### src/rtl/noc_local_ni_pkg.sv
// Shared flit layout, widths and TX state type for the local network interface.
package noc_local_ni_pkg;

    localparam int DATA_WIDTH   = 32;
    localparam int FLIT_DST     = 3;
    localparam int FLIT_SRC     = 3;
    localparam int FLIT_SEQ     = 4;
    localparam int FLIT_PAYLOAD = 22;

    localparam int DST_LSB      = 0;
    localparam int SRC_LSB      = 3;
    localparam int SEQ_LSB      = 6;
    localparam int PAYLOAD_LSB  = 10;

    // Receive entry keeps everything except dst, which is always our own address.
    localparam int RX_ENTRY_W   = FLIT_SRC + FLIT_SEQ + FLIT_PAYLOAD;

    typedef enum logic {
        TX_EMPTY = 1'b0,
        TX_HOLD  = 1'b1
    } tx_state_t;

    function automatic logic [DATA_WIDTH-1:0] build_flit(
        input logic [FLIT_DST-1:0]     dst,
        input logic [FLIT_SRC-1:0]     src,
        input logic [FLIT_SEQ-1:0]     seq,
        input logic [FLIT_PAYLOAD-1:0] payload
    );
        return {payload, seq, src, dst};
    endfunction

endpackage

### src/rtl/noc_local_ni_rx_fifo.sv
// First-word fall-through receive FIFO; a push into a full FIFO is legal when a pop
// happens in the same cycle.
module ni_rx_fifo #(
    parameter int DEPTH = 4,
    parameter int WIDTH = 29
) (
    input  logic             clk,
    input  logic             rst,
    input  logic             push,
    input  logic             pop,
    input  logic [WIDTH-1:0] din,
    output logic [WIDTH-1:0] dout,
    output logic             full,
    output logic             empty
);

    localparam int AW = $clog2(DEPTH);

    logic [WIDTH-1:0] mem [DEPTH];
    logic [AW-1:0]    wr_ptr;
    logic [AW-1:0]    rd_ptr;
    logic [AW:0]      count;
    logic             do_push;
    logic             do_pop;

    assign full    = (count == (AW+1)'(DEPTH));
    assign empty   = (count == '0);
    assign do_pop  = pop && !empty;
    assign do_push = push && (!full || do_pop);
    assign dout    = mem[rd_ptr];

    always_ff @(posedge clk) begin
        if (do_push) begin
            mem[wr_ptr] <= din;
        end
    end

    always_ff @(posedge clk) begin
        if (rst) begin
            wr_ptr <= '0;
            rd_ptr <= '0;
            count  <= '0;
        end else begin
            if (do_push) wr_ptr <= wr_ptr + AW'(1);
            if (do_pop)  rd_ptr <= rd_ptr + AW'(1);
            case ({do_push, do_pop})
                2'b10:   count <= count + (AW+1)'(1);
                2'b01:   count <= count - (AW+1)'(1);
                default: count <= count;
            endcase
        end
    end

endmodule

### src/rtl/noc_local_ni.sv
// Local network interface: one-entry TX hold register toward the router and a
// filtered RX FIFO toward the processing element, with traffic counters.
module noc_local_ni
    import noc_local_ni_pkg::*;
#(
    parameter logic [2:0] NODE_ADDR = 3'b000,
    parameter int         RX_DEPTH  = 4
) (
    input  logic                    clk,
    input  logic                    rst,
    input  logic                    pe_tx_valid,
    output logic                    pe_tx_ready,
    input  logic [FLIT_DST-1:0]     pe_tx_dst,
    input  logic [FLIT_PAYLOAD-1:0] pe_tx_payload,
    output logic [DATA_WIDTH-1:0]   noc_data_out,
    output logic                    noc_valid_out,
    input  logic                    noc_full_in,
    input  logic [DATA_WIDTH-1:0]   noc_data_in,
    input  logic                    noc_valid_in,
    output logic                    pe_rx_valid,
    input  logic                    pe_rx_ready,
    output logic [FLIT_SRC-1:0]     pe_rx_src,
    output logic [FLIT_SEQ-1:0]     pe_rx_seq,
    output logic [FLIT_PAYLOAD-1:0] pe_rx_payload,
    output logic [15:0]             tx_count,
    output logic [15:0]             rx_count,
    output logic [7:0]              drop_count,
    output logic [7:0]              misroute_count,
    output tx_state_t               tx_state
);

    // Handshakes: a transfer happens on a cycle where valid and ready are both high;
    // valid never depends on ready, and the router side has no ready (full / always-accept).
    logic                  tx_xfer;
    logic [DATA_WIDTH-1:0] hold_q;
    logic [FLIT_SEQ-1:0]   tx_seq;

    assign noc_valid_out = (tx_state == TX_HOLD) && !noc_full_in;
    assign pe_tx_ready   = (tx_state == TX_EMPTY) || noc_valid_out;
    assign tx_xfer       = pe_tx_valid && pe_tx_ready;
    assign noc_data_out  = hold_q;

    always_ff @(posedge clk) begin
        if (rst) begin
            tx_state <= TX_EMPTY;
            hold_q   <= '0;
            tx_seq   <= '0;
            tx_count <= '0;
        end else begin
            if (tx_xfer) begin
                hold_q   <= build_flit(pe_tx_dst, NODE_ADDR, tx_seq, pe_tx_payload);
                tx_seq   <= tx_seq + 4'd1;
                tx_state <= TX_HOLD;
            end else if (noc_valid_out) begin
                tx_state <= TX_EMPTY;
            end
            if (noc_valid_out) tx_count <= tx_count + 16'd1;
        end
    end

    logic                  rx_for_me;
    logic                  rx_full;
    logic                  rx_empty;
    logic                  rx_pop;
    logic                  rx_push;
    logic [RX_ENTRY_W-1:0] rx_head;
    logic [RX_ENTRY_W-1:0] rx_entry;

    assign rx_for_me = (noc_data_in[DST_LSB +: FLIT_DST] == NODE_ADDR);
    assign rx_pop    = pe_rx_valid && pe_rx_ready;
    assign rx_push   = noc_valid_in && rx_for_me && (!rx_full || rx_pop);
    assign rx_entry  = {noc_data_in[SRC_LSB +: FLIT_SRC],
                        noc_data_in[SEQ_LSB +: FLIT_SEQ],
                        noc_data_in[PAYLOAD_LSB +: FLIT_PAYLOAD]};

    // Misroute is judged before fullness, so a wrong-address flit never counts as a drop.
    always_ff @(posedge clk) begin
        if (rst) begin
            rx_count       <= '0;
            drop_count     <= '0;
            misroute_count <= '0;
        end else if (noc_valid_in) begin
            if (!rx_for_me) begin
                if (misroute_count != 8'hFF) misroute_count <= misroute_count + 8'd1;
            end else if (rx_push) begin
                rx_count <= rx_count + 16'd1;
            end else if (drop_count != 8'hFF) begin
                drop_count <= drop_count + 8'd1;
            end
        end
    end

    ni_rx_fifo #(
        .DEPTH (RX_DEPTH),
        .WIDTH (RX_ENTRY_W)
    ) u_rx_fifo (
        .clk   (clk),
        .rst   (rst),
        .push  (rx_push),
        .pop   (rx_pop),
        .din   (rx_entry),
        .dout  (rx_head),
        .full  (rx_full),
        .empty (rx_empty)
    );

    assign pe_rx_valid = !rx_empty;
    assign {pe_rx_src, pe_rx_seq, pe_rx_payload} = rx_head;

endmodule

### config.mk
export PLATFORM = sky130hd
export DESIGN_NAME = noc_local_ni
export DESIGN_NICKNAME = d
export VERILOG_FILES = /design/src/rtl/noc_local_ni_pkg.sv /design/src/rtl/noc_local_ni_rx_fifo.sv /design/src/rtl/noc_local_ni.sv
export SDC_FILE = /design/constraint.sdc
export NUM_CORES = 1
export LEC_CHECK = 0
export BUFFER_PORTS_ARGS = -buffer_cell sky130_fd_sc_hd__buf_2
export CAP_MARGIN = 20
export CORE_MARGIN = 4
export CORE_UTILIZATION = 58
export DETAILED_ROUTE_END_ITERATION = 10
export PLACE_DENSITY = 0.86
export SETUP_SLACK_MARGIN = 0.2
export SYNTH_ARGS = -nofsm -noshare
export SYNTH_HDL_FRONTEND = slang
export SYNTH_SLANG_ARGS = --single-unit
### constraint.sdc
create_clock -name clk -period 6.2 [get_ports clk]
set_clock_uncertainty 0.1 [all_clocks]
set_input_delay 0.93 -clock clk [delete_from_list [all_inputs] [get_ports clk]]
set_output_delay 0.93 -clock clk [all_outputs]
set_load 0.01 [all_outputs]
==> qor.yml <==
run_status:
  status: "complete, no violations"
cells_and_area:
  fillers: 881
  drive_gt1_frac: 0.314
  fin_nets: 856
  layout_commonest_cell: "buf_2"
  syn_to_final_growth_pct: 22.0
  final_cell_mix: "buf_2, edfxtp_1, dfxtp_1"
worst_setup_path:
  critPathMaxStageDelay_ns: 0.57
  crit_arrival_ns: 2.00
  critPathMaxFanout: 21
  cp_num_buf_inv: 2
  start_kind: "flop"
  cp-end-kind: "output pin"
  crit_slowest_cell: "mux4_2"
  worstPathRequired_ns: 5.17
  crit_type: "reg2out"
  critPathTopFamily: "multiplexers"
  cp_cell_sequence: "buf_12 -> mux4_2 -> buf_2"
run:
  drv_cap: 0
clock_tree:
  insertion_delay_ns: 0.48
  clk_path_buf_depth: 3
  cts_resized: 0
  cts_root_buf: "clkbuf_16"
  cts_inserted_buffers: 21
  hold_buffers: 0
  postCtsSetupBuffers: 0
  cts-htree-levels: 1
  clkSlewWorstSetupHoldPaths_ns: 0.06
  cts_tree: "done"
  cts.sink_count: 207
timing:
  hold-worst-slack_ns: 0.350
  grt_setup_unrepaired: "false"
  setup_tns_ns: 0
  hold_violations: 0
  tightest_slew_ns: 0.934
  slew_viol_final: 0
  setup_viol: 0
  maxSlewHeadroom: 0.376
  timing.final.crit_share: 0.489
  period_minus_slack_ns: 3.03
  fmax_mhz: 330
drt:
  wl_um: 17500
  wl_per_cell_um: 18.0
  detail-route-antenna-nets: 0
  num_vias: 5437
  via_per_inst: 5.59
  drtPass1Iterations: 4
  drc: 0
  drt_iter0_markers: 352
synthesis:
  yosysWarnings: 0
  synth_edf_count: 116
  syn_area_per_cell_um2: 13.3
  yosys_register_bits: 207
  seq_area_frac_synth: 0.659
  syn_area_um2: 8050
  synthCells: 606
  async_flop_share: 0
  synth_cell_types: 45
  synth_flop_cell: "edfxtp_1"
min_path:
  hold_path_class: "reg2reg"
place:
  port_buffers: 172
  hpwlAfterDp_um: 11900
  place.gp.congestion: 0.817
power_and_ir_drop:
  total_power_w: 0.00302
  ir_drop_v: 0.000190
  powerDensity_nw_per_um2: 307
  p_leak_nw: 3.76
floorplanning:
  rows: 42
  dieArea_um2: 15800
  core_um2: 13400
  io_pins: 176
  start_util: 0.601
  chipWidth_um: 126
  die_h_um: 126
global_routing:
  grt_first_pass_wirelength_um: 28100
  grt_max_degree: 53
  grt_usage: 0.215
  gr-total-overflow: 0
  antenna_found_initial: 3
  grt_pass1_vias: 5527
[synth_stat cells, drive strengths merged, types with 4 or more instances]
master,n,area (um^2)
mux4,29,653
nor4,7,43.8
buf,10,55.1
or4,4,30.0
o21ai,12,60.1
clkbuf,19,72.6
dfxtp,91,1820
nor2,47,176
or3,12,75.1
xor2,20,175
edfxtp,116,3480
nand2,78,293
o31ai,4,30.0
a21oi,50,250
nand3,11,55.1
nor3,4,20.0
xnor2,14,123
and3,9,56.3
inv,13,48.8
nand4,12,75.1
ha,10,125
[logic make-up (layout without fill, tap and decap cells)]
group / count (synthesis) / in the layout / share of synthesized area
flip-flops: 207 / 207 / 0.659
multiplexers: 34 / 34 / 0.0876
AO/OA/AOI/OAI: 76 / 76 / 0.0527
XOR/XNOR: 34 / 34 / 0.0370
AND/OR/NAND/NOR: 201 / 201 / 0.124
adder cells (fa/ha/maj): 11 / 11 / 0.0180
buffers and inverters: 42 / 230 / 0.0219
other: 1 / 4 / 0.000466
[area by class of cell]
cell class	count	area (um^2)	share of cell area
clock buffers	24	547	0.0556
well taps	176	220	0.0224
flip-flops and latches	207	5310	0.540
clock inverters	13	186	0.0190
diodes	1	2.50	0.000255
inverters	13	48.8	0.00497
multi-input cells	359	2580	0.263
repair buffers	180	933	0.0950
[state kept, by name, indices dropped and copies added, names as in the netlist, 3 cells and up, named ones only]
register,cells
u_rx_fifo.mem,116
noc_data_out,29
rx_count,16
tx_count,16
drop_count,8
misroute_count,8
tx_seq,4
u_rx_fifo.count,3
[metal layers]
metal / part of all wire / GRT usage
met1: 0.40 / 0.277
met2: 0.50 / 0.368
met3: 0.078 / 0.0597
met4: 0.019 / 0.0442
met5: 0.0015 / 0
[power by group]
group / internal (W) / switching [W] / total [W]
Combinational: 0.0000888 / 0.000104 / 0.000192
Clock: 0.000838 / 0.000494 / 0.00133
Sequential: 0.00147 / 0.0000200 / 0.00149
Total: 0.00240 / 0.000618 / 0.00302
[metrics by stage]
stage          setup WS (ns)  utilization  cell area, um^2  cells
5_1_grt                 3.05        0.733             9830    973
2_1_floorplan           3.14            -             8060    608
6_report                3.17        0.733             9830    973
3_3_place_gp            2.91        0.677             9070    934
4_1_cts                 2.78        0.732             9800    971
3_5_place_dp            2.74        0.677             9070    934
[path summary, 6_finish.rpt]
check / from / to / slack (ns) / cells after the start
worst min register to register: noc_data_out[20]$_SDFFE_PP0P_ / noc_data_out[20]$_SDFFE_PP0P_ / 0.35 / 2
worst min-delay path: noc_data_out[20]$_SDFFE_PP0P_ / noc_data_out[20]$_SDFFE_PP0P_ / 0.35 / 2
worst max-delay path: flop / pe_rx_payload[12] / 3.17 / 3
worst max register to register: u_rx_fifo.count[0]$_SDFFE_PP0P_ / u_rx_fifo.count[2]$_SDFFE_PP0P_ / 3.58 / 9
[worst reg2reg max path: stages (launching register included)]
cell and delay, ns:
dfxtp_1 0.38, nor4b_4 0.47, nor2_1 0.21, inv_1 0.09, ha_1 0.18, inv_1 0.07, fa_1 0.37, xor2_1 0.16
or3_1 0.32, a21oi_1 0.18
Note: power is estimated with default switching activity, not from simulation.
